===== config.mk =====
export PLATFORM = sky130hd
export DESIGN_NAME = fetch_issue
export DESIGN_NICKNAME = d
export VERILOG_FILES = /design/src/rtl/cpu_pkg.sv /design/src/rtl/fetch_issue_next_pc_calc.sv /design/src/rtl/fetch_issue.sv
export SDC_FILE = /design/constraint.sdc
export NUM_CORES = 1
export LEC_CHECK = 0
export ABC_AREA = 1
export CORE_MARGIN = 2
export CORE_UTILIZATION = 70
export CTS_BUF_LIST = sky130_fd_sc_hd__clkbuf_8
export CTS_CLUSTER_DIAMETER = 200
export DETAILED_ROUTE_END_ITERATION = 10
export DONT_BUFFER_PORTS = 1
export PLACE_DENSITY_LB_ADDON = 0.3
export SKIP_CTS_REPAIR_TIMING = 1
export SYNTH_ARGS = -nofsm -noshare
export SYNTH_HDL_FRONTEND = slang
export SYNTH_HIERARCHICAL = 1
export SYNTH_SLANG_ARGS = --single-unit

===== constraint.sdc =====
create_clock -name clk -period 5.6 [get_ports clk]
set_input_delay 1.12 -clock clk [delete_from_list [all_inputs] [get_ports clk]]
set_output_delay 1.12 -clock clk [all_outputs]
set_load 0.01 [all_outputs]

===== src/rtl/cpu_pkg.sv =====
// Shared CPU definitions: opcodes, decoder jump/branch codes, fetch sequencer states.
package cpu_pkg;

  localparam logic [3:0] OP_HALT  = 4'b0000;
  localparam logic [3:0] OP_BGT   = 4'b0100;
  localparam logic [3:0] OP_BLT   = 4'b0101;
  localparam logic [3:0] OP_BEQ   = 4'b0110;
  localparam logic [3:0] OP_JMP   = 4'b0111;
  localparam logic [3:0] OP_TYPEA = 4'b1111;

  localparam logic [2:0] JB_NONE = 3'b000;
  localparam logic [2:0] JB_BLT  = 3'b001;
  localparam logic [2:0] JB_BGT  = 3'b010;
  localparam logic [2:0] JB_BEQ  = 3'b011;
  localparam logic [2:0] JB_JMP  = 3'b100;

  typedef enum logic [1:0] {
    FETCH = 2'd0,
    WAIT  = 2'd1,
    ISSUE = 2'd2,
    HALT  = 2'd3
  } fetch_state_e;

endpackage


===== src/rtl/fetch_issue_next_pc_calc.sv =====
// Combinational next-PC: sequential pc+2, plus a scaled 8-bit branch or 12-bit jump offset.
// Unknown jump/branch codes fall through to sequential; all sums wrap silently.
module next_pc_calc
  import cpu_pkg::*;
#(
  parameter int ADDR_W = 16
) (
  input  logic [ADDR_W-1:0] i_pc,
  input  logic [11:0]       i_imm12,
  input  logic [2:0]        i_jump_branch,
  input  logic              i_cmp_lt,
  input  logic              i_cmp_gt,
  input  logic              i_cmp_eq,
  output logic [ADDR_W-1:0] o_next_pc
);

  logic [ADDR_W-1:0] w_seq;
  logic [ADDR_W-1:0] w_br_off;
  logic [ADDR_W-1:0] w_jmp_off;
  logic              w_taken;

  assign w_seq     = i_pc + ADDR_W'(2);
  // Offsets count halfwords, so append a zero LSB after sign extension.
  assign w_br_off  = {{(ADDR_W-9){i_imm12[7]}}, i_imm12[7:0], 1'b0};
  assign w_jmp_off = {{(ADDR_W-13){i_imm12[11]}}, i_imm12, 1'b0};

  always_comb begin
    w_taken = ((i_jump_branch == JB_BLT) && i_cmp_lt) ||
              ((i_jump_branch == JB_BGT) && i_cmp_gt) ||
              ((i_jump_branch == JB_BEQ) && i_cmp_eq);
    o_next_pc = w_seq;
    if (i_jump_branch == JB_JMP) begin
      o_next_pc = w_seq + w_jmp_off;
    end else if (w_taken) begin
      o_next_pc = w_seq + w_br_off;
    end
  end

endmodule


===== src/rtl/fetch_issue.sv =====
// Fetch/issue sequencer: fetches one 16-bit instruction at pc, presents it until accepted, redirects pc.
// One cycle FETCH->ISSUE on zero-wait memory; issue stalls indefinitely while issue_ready is low.
module fetch_issue
  import cpu_pkg::*;
#(
  parameter int              ADDR_W   = 16,
  parameter logic [ADDR_W-1:0] RESET_PC = '0,
  parameter int              INSTR_W  = 16
) (
  input  logic               clk,
  input  logic               rst,
  output logic               imem_req,
  output logic [ADDR_W-1:0]  imem_addr,
  input  logic [INSTR_W-1:0] imem_rdata,
  input  logic               imem_valid,
  output logic               instr_valid,
  input  logic               issue_ready,
  output logic [INSTR_W-1:0] instr,
  output logic [3:0]         opcode,
  output logic [1:0]         multiDiv,
  output logic [ADDR_W-1:0]  pc_out,
  input  logic [2:0]         jumpBranch,
  input  logic               cmp_lt,
  input  logic               cmp_gt,
  input  logic               cmp_eq,
  output logic               halted
);

  fetch_state_e       r_state;
  fetch_state_e       w_state_nxt;
  logic [ADDR_W-1:0]  r_pc;
  logic [INSTR_W-1:0] r_instr;
  logic [ADDR_W-1:0]  w_next_pc;
  logic               w_latch;
  logic               w_accept;

  next_pc_calc #(
    .ADDR_W(ADDR_W)
  ) u_next_pc_calc (
    .i_pc          (r_pc),
    .i_imm12       (r_instr[11:0]),
    .i_jump_branch (jumpBranch),
    .i_cmp_lt      (cmp_lt),
    .i_cmp_gt      (cmp_gt),
    .i_cmp_eq      (cmp_eq),
    .o_next_pc     (w_next_pc)
  );

  always_ff @(posedge clk) begin
    if (rst) begin
      r_state <= FETCH;
    end else begin
      r_state <= w_state_nxt;
    end
  end

  // imem_valid is only honoured while a request is outstanding (FETCH/WAIT).
  always_comb begin
    w_state_nxt = r_state;
    w_latch     = 1'b0;
    w_accept    = 1'b0;
    case (r_state)
      FETCH, WAIT: begin
        if (imem_valid) begin
          w_latch     = 1'b1;
          w_state_nxt = ISSUE;
        end else begin
          w_state_nxt = WAIT;
        end
      end
      ISSUE: begin
        if (issue_ready) begin
          w_accept    = 1'b1;
          w_state_nxt = (r_instr[15:12] == OP_HALT) ? HALT : FETCH;
        end
      end
      HALT:    w_state_nxt = HALT;
      default: w_state_nxt = FETCH;
    endcase
  end

  always_ff @(posedge clk) begin
    if (rst) begin
      r_pc    <= RESET_PC;
      r_instr <= '0;
    end else begin
      if (w_latch) begin
        r_instr <= imem_rdata;
      end
      if (w_accept && (r_instr[15:12] != OP_HALT)) begin
        r_pc <= w_next_pc;
      end
    end
  end

  assign imem_req    = (r_state == FETCH) || (r_state == WAIT);
  assign imem_addr   = r_pc;
  assign instr_valid = (r_state == ISSUE);
  assign halted      = (r_state == HALT);
  assign instr       = r_instr;
  assign opcode      = r_instr[15:12];
  assign multiDiv    = r_instr[3:2];
  assign pc_out      = r_pc;

endmodule

# After elaboration in Yosys (flattened, before gate mapping)
# Index checks and enable logic that the tools add are counted.
# word_totals
ff_bits	34
inputBits	26
output_inout_bits	57
word_cells	35
# classes
add_sub_neg	3
eq_ne	8
muxes	10
n_reduce_logical	11
# ops
operator	count
$add A16 B16 Y16	2
$mux W16	2
$add A16 B2 Y16 const B	1
$eq A3 B2 Y1 const B	2
$mux W2	3
$pmux W2 S3	1
$eq A2 B2 Y1 const B	2
$logic_and A1 B1 Y1	4
$logic_not A4 Y1	1
$mux W1	4
$reduce_bool A4 Y1	1
$eq A3 B1 Y1 const B	1
$eq A3 B3 Y1 const B	1
$logic_or A1 B1 Y1	3
$eq A2 B1 Y1 const B	1
$logic_not A2 Y1	1
$ne A2 B1 Y1 const B	1
$reduce_or A2 Y1	1

# Logic depth before layout (Yosys ltp)
# Gate-level depths: netlist of run 1.
# logic_depth
word_depth	6
ltp_mapped	22
depth_no_buf	22

# By module
# The synthesis of run 1 kept the hierarchy.
# by_module_without_submodules
module	instances	cells_each	area_per_inst_um2	seq_area_each_um2
next_pc_calc	1	339	1878.1	0.0
fetch_issue	1	214	1585.3	680.7

# Worst setup path before layout of run 1
# OpenSTA, ideal clock, no wires.
# synth_timing
path_type	reg-to-reg
startpoint	reg r_pc[1], in the netlist imem_addr[1]
endpoint	reg r_pc[14], in the netlist imem_addr[14]
setup_time_ns	0.115
t_arrival_ns	2.475
required_time_ns	5.485
setup_slack_ns	3.010
path_stages_with_launch	20
n_path_buf	0
period_less_slack_ns	2.590
path_cell_list	dfxtp_1 -> ha_1 -> nand3_1 -> nor2_1 -> nand3_1 -> xor2_1 -> inv_1 -> ha_1 -> a21oi_1 -> o21ai_0 -> a21oi_1 -> nand2_1 -> nand2_1 -> nand3_1 -> nand2_1 -> nand2_1 -> inv_1 -> nand3_1 -> nand2_1 -> nor2_1
# synth_between
elab_chain_len	4
elab_cells_between_ends	5
cone_classes	add/sub: 3; mux: 2
# synth_lines
element	line	text
start: declaration	fetch_issue.sv:31	logic [ADDR_W-1:0] r_pc;
start signal: assignment	fetch_issue.sv:91	r_pc <= w_next_pc;
$add A16 B2 Y16 *	fetch_issue_next_pc_calc.sv:22	assign w_seq = i_pc + ADDR_W'(2);
$add A16 B16 Y16	fetch_issue_next_pc_calc.sv:35	o_next_pc = w_seq + w_br_off;
$mux W16	fetch_issue_next_pc_calc.sv:34	end else if (w_taken) begin
$mux W16 *	fetch_issue_next_pc_calc.sv:32	if (i_jump_branch == JB_JMP) begin
via w_next_pc[14]	fetch_issue.sv:33	logic [ADDR_W-1:0] w_next_pc;
# Mark *: on every way through the listed nets, which the timed path passes. The rest lies on a longest branch.
# A chain may end at the register's enable or synchronous reset.

# Worst setup path in the final report of run 1
# Ends and elaborated chain as after synthesis.

==> results of run 1 <==
through the flow:
stage / cells / worst slack [ns] / cell area, µm² / power (µW) / util [%]
6_report: 592 / 2.191 / 3382 / 736.8 / 71.13
5_1_grt: 592 / 1.922 / 3382 / 772.9 / 71.13
4_1_cts: 592 / 2.259 / 3382 / 734.0 / 71.13
3_5_place_dp: 585 / 2.373 / 3269 / 500.3 / 68.76
3_3_place_gp: 585 / 2.420 / 3269 / 494.4 / 68.76
2_1_floorplan: 553 / 3.010 / 3463 / 481.3 / -
kinds of logic after synthesis:
logic type	after synthesis	synth area share (%)
adder cells (fa/ha/maj)	26	9.610
AO/OA/AOI/OAI	84	13.73
AND/OR/NAND/NOR	290	37.36
flip-flops	34	19.65
XOR/XNOR	17	4.299
buffers and inverters	102	15.35
synthesized netlist by cell type (7+ instances only):
master	count
inv_1	62
dfxtp_1	34
a21oi_1	40
nand4_1	8
nor2_1	77
xor2_1	11
nand2_1	128
ha_1	25
buf_4	24
nand3_1	52
buf_6	7
o21ai_0	28
layout make-up:
type	count	area (µm²)	area share (%)
Inverter	67	254.0	7.510
Multi-Input combinational cell	417	2251	66.56
Sequential cell	34	680.7	20.13
Tap cell	67	83.83	2.479
Clock inverter	1	30.03	0.8879
Clock buffer	6	82.58	2.442
worst min-delay path: stages, from the launching register on:
cell and delay [ns]:
dfxtp_1 0.36, nor2_1 0.11, nor2_1 0.05
sequential cells by signal, indices dropped and copies added (netlist names):
| signal | flops |
|---|---|
| r_state | 2 |
| imem_addr | 16 |
| instr | 16 |
worst min path at each step:
stage | startpoint | endpoint | slack [ns] | depth (start not counted)
final | instr[9] | instr[9] | 0.56 | 2
after global routing | instr[10] | instr[10] | 0.59 | 2
after detailed placement | instr[9] | instr[9] | 0.54 | 2
after CTS | instr[9] | instr[9] | 0.55 | 2
after global placement | instr[9] | instr[9] | 0.54 | 2
after floorplan | instr[0] | instr[0] | 0.52 | 2
metal layers:
metal	vias up	global-route usage (%)	share of wire, %
met4	0	5.952	1.3
met5	-	0	0
li1	1711	-	-
met1	1573	40.86	43
met2	193	56.45	46
met3	19	8.943	9.2
placed cells by master (no fill, tap or decap), types with 4 or more instances in the layout:
cell / count
nand2_1: 128
nor2_1: 77
inv_1: 62
nand3_1: 52
a21oi_1: 40
dfxtp_1: 34
o21ai_0: 28
ha_1: 25
xor2_1: 11
nand4_1: 8
clkbuf_8: 6
xnor2_1: 6
o21ai_2: 6
nand2_2: 5
inv_2: 4
nand3b_1: 4
power by group:
group	switching (µW)	leakage, µW	internal [µW]	total, µW
clock network	94.0	0.0000573	142	236
logic	130	0.00133	67.6	198
registers	43.3	0.000279	259	303
==> results.ini, run 1 <==
[yosys]
synthTopCellsByArea = dfxtp_1 20%, nand2_1 14%, ha_1 9.0%
synth_top_cell_by_area = dfxtp_1
syn_nets = 605
ys_async_sr_fraction_pct = 0
ys_seq_area_share_pct = 19.65
synth_ff_type = dfxtp_1
ys_warn_count = 6
synth_top_area_share_pct = 19.65
synth_seq_cells = 34
syn_area_per_cell_um2 = 6.263
yosysUniqueCellTypes = 42
synth_edf_count = 0
netlist_instances = 553
synth_area_mm2 = 0.003463

[cts]
clock_tree.buffer_depth = 2
cts_tree = yes
root_buffer = clkbuf_8
cts.clk_slew.worst_paths_ns = 0.08
insertion_delay_ns = 0.29
clock-sinks = 34
cts_max_level = 2
cts-buffers-inserted = 5

[finish]
fill_cells = 449
drive_gt1_share_pct = 7.238
nNetsFinal = 577
antenna_cells = 0
syn_to_final_growth_pct = -2.348

[setup_path]
critPathBufInv = 2
crit_fanout = 9
crit_cells = 19
end_kind = flop
critPathMaxStageDelay_ns = 0.59
worst_path_max_delay_cell = dfxtp_1
rrSetupSlack_ns = 2.19
cp_top_family = simple AND/OR/NAND/NOR gates
rr_worst_depth = 19
r2r_start = imem_addr[1]
crit_chain = ha_1 -> nand3_1 -> nor2_1 -> nand3_1 -> xor2_1 -> inv_1 -> ha_1 -> a21oi_1 -> o21ai_0 -> a21oi_1 -> nand2_1 -> nand2_1 -> nand3_1 -> nand2_1 -> nand2_1 -> inv_1 -> nand3_1 -> nand2_1 -> nor2_1
rr_endpoint = imem_addr[14]
crit_path_start_kind = flop
setup.worst_path.class = flop to flop
startpoint = imem_addr[1]
cp.arrival_ns = 3.59
crit_required_ns = 5.78
crit_top_cell = nand2_1
cp-endpoint = imem_addr[14]

[floorplanning]
rows = 25
coreArea_mm2 = 0.004755
pin_count = 83
fp.dieArea_mm2 = 0.005526
start_util_pct = 72.84
fp.dieW_um = 74.34
die_h_um = 74.34

[pwr]
pwr_density_cell_mw_per_mm2 = 217.9
power.leakage_uw = 0.001665
vdd_drop_max_mv = 0.2049

[timing]
rsz0062_at_grt = no
clock_skew_ns = 0.007535
finalSetupTns_ns = 0
hold_ws_ns = 0.5568
tightest_slew_ns = 0.8818
fin_crit_ns = 3.409
relSlewSlack_pct = 41.15
finalCritPeriodShare_pct = 60.88
finalSetupViolations = 0
max_freq_mhz = 293.3
hold_viol = 0
maxSlewViolCount = 0

[routing]
wl_per_cell_um = 15.00
viasPerCell = 5.905
dr.pass1.iters = 6
wirelength_mm = 8.880
drt_iter0_drc = 245
drc = 0
num_vias = 3496
detail-route-antenna-nets = 0

[place]
dp_hpwl_mm = 6.749
gp_congestion = 0.9541
io_buffers = 0

[status]
run_status = finished clean

[run]
cap_violations = 0

[grt]
grt_pass1_wl_mm = 13.99
grt_max_degree = 35
antenna_found_initial = 0
gr-usage-all-layers_pct = 32.50
grt_pass1_vias = 3109
grt_overflow = 0

[worst_hold_path]
hold_class = flop to flop

(Power assumes the default switching activity.)
==> run 2, diff against run 1 <==
Settings changed: CORE_UTILIZATION 70 to 67.
Clock period 5.6 ns to 3.5 ns, I/O delays scaled along.
==> run 2 against run 1 <==
  * Combinational power grew 61%
  * Sequential share of layout area is essentially flat
  * Wire length fell by 6.2%
  * First-iteration DRC count fell by 12%
==> results.ini, run 2 (synthesis results as in run 1) <==
[pwr]
p_clk_share_pct = 28.0
p_sw_uw = 424.1
swShare_pct = 38.26
sequentialPowerShare_pct = 43.2
p_int_uw = 684.3
pwr_density_cell_mw_per_mm2 = 326.6
vdd_drop_max_mv = 0.3337
power.leakage_uw = 0.001672
pwr-share-comb_pct = 28.8

[setup_path]
cp-endpoint = imem_addr[14]
crit_path_start_kind = flop
rr_endpoint = imem_addr[14]
startpoint = imem_addr[1]
r2r_start = imem_addr[1]
end_kind = flop
cp.arrival_ns = 3.33
setup.worst_path.class = flop to flop
rrSetupSlack_ns = 0.36
rr_worst_depth = 19
crit_fanout = 9
crit_required_ns = 3.69

[timing]
tightest_slew_ns = 0.8907
fin_crit_ns = 3.139
finalCritPeriodShare_pct = 89.69
clock_skew_ns = 0.01080
finalSetupTns_ns = 0
maxSlewViolCount = 0
relSlewSlack_pct = 40.55
max_freq_mhz = 318.5
rsz0062_at_grt = no
hold_viol = 0
finalSetupViolations = 0

[floorplanning]
fp.dieW_um = 75.90
rows = 26
die_h_um = 75.90
fp.dieArea_mm2 = 0.005760
pin_count = 83
coreArea_mm2 = 0.005042
start_util_pct = 68.68

[worst_hold_path]
hold_class = flop to flop

[finish]
multi_input_area_mm2 = 0.002251
regArea_um2 = 683.2
nNetsFinal = 580
antenna_cells = 0
syn_to_final_growth_pct = -2.023
fill_cells = 507
final_cell_mix = 128 x nand2_1, 77 x nor2_1, 62 x inv_1
layout_commonest_cell = nand2_1
drive_gt1_share_pct = 8.318
fin_util_pct = 67.30

[grt]
gr-usage-all-layers_pct = 28.86
antenna_found_initial = 0
grt_pass1_wl_mm = 12.81
grt_overflow = 0
grt_pass1_vias = 2884
grt_max_degree = 35

[routing]
num_vias = 3394
viasPerCell = 5.666
wl_per_cell_um = 13.90
drt_iter0_drc = 216
drc = 0
dr.pass1.iters = 7
detail-route-antenna-nets = 0
wirelength_mm = 8.329

[cts]
root_buffer = clkbuf_8
cts.clk_slew.worst_paths_ns = 0.08
clock-sinks = 34
insertion_delay_ns = 0.29
cts-buffers-inserted = 5
cts_tree = yes
cts_max_level = 2
clock_tree.buffer_depth = 2

[place]
io_buffers = 0
gp_congestion = 0.9704
dp_hpwl_mm = 6.428

[status]
run_status = finished clean

[run]
cap_violations = 0

==> run 2: cell count changes in the layout (fill, tap and decap cells not counted), sizes merged <==
cell and delta:
buf +3, bufinv -1, clkinv +1, clkinvlp +1
==> run 2: layout make-up <==
type / count / share of cell area [%]
clock buffers: 6 / 2.434
well taps: 70 / 2.581
repair buffers: 3 / 0.6637
flip-flops and latches: 34 / 20.13
multi-input cells: 417 / 66.33
inverters: 67 / 7.485
clock inverters: 2 / 0.3687
==> run 2: worst min-delay path by stage <==
stage	startpoint	endpoint	slack (ns)	cells after the start
after CTS	issue_ready	r_state[0]	0.55	2
after detailed placement	imem_addr[11]	imem_addr[11]	0.55	2
after global routing	issue_ready	r_state[0]	0.56	2
after global placement	imem_addr[11]	imem_addr[11]	0.53	2
final	instr[0]	instr[0]	0.56	2
after floorplan	instr[0]	instr[0]	0.52	2
==> run 2: worst max-delay path: stages (launching register included) <==
cell and delay (ns):
dfxtp_2 0.48, ha_1 0.23, nand3_1 0.12, nor2_1 0.22, nand3_1 0.12, xor2_1 0.20, inv_1 0.12, ha_1 0.36
a21oi_1 0.21, o21ai_0 0.18, a21oi_1 0.22, nand2_1 0.07, nand2_1 0.06, nand3_1 0.06, nand2_1 0.07, nand2_1 0.07
inv_1 0.06, nand3_1 0.07, nand2_1 0.08, nor2_1 0.05
==> run 2: power by group through the flow <==
| stage | Sequential (µW) | Clock [µW] | Combinational (µW) |
|---|---|---|---|
| floorplan | 468 | 0 | 302 |
| global placement | 486 | 0 | 307 |
| detailed placement | 488 | 0 | 314 |
| CTS | 479 | 318 | 316 |
| global route | 485 | 332 | 362 |
| finish | 479 | 310 | 319 |
==> run 2: metrics by stage <==
stage	std cells	power [µW]	worst slack (ns)	instance area [µm²]	hold WS, ns
after floorplan	553	770.0	0.9099	3463	0.5242
after global placement	591	793.5	0.3328	3296	0.5322
after detailed placement	591	802.0	0.3103	3296	0.5478
after CTS	599	1113	0.2673	3391	0.5484
after global routing	599	1180	0.07644	3393	0.5552
final	599	1108	0.3607	3393	0.5590
==> run 2: metal layers <==
| metal | vias up | share of wire [%] | global-route usage [%] | routed length (µm) |
|---|---|---|---|---|
| li1 | 1719 | - | - | - |
| met1 | 1530 | 43 | 35.38 | 3589 |
| met2 | 128 | 49 | 51.15 | 4044 |
| met3 | 17 | 6.1 | 5.026 | 510 |
| met4 | 0 | 2.2 | 8.772 | 184 |
| met5 | - | 0 | 0 | 0 |
==> run 3, diff against run 2 <==
Settings changed: ABC_CLOCK_PERIOD_IN_PS set to 3500.
==> results of run 3 <==
Final layout, timing and power as in run 2 (identical DEF).
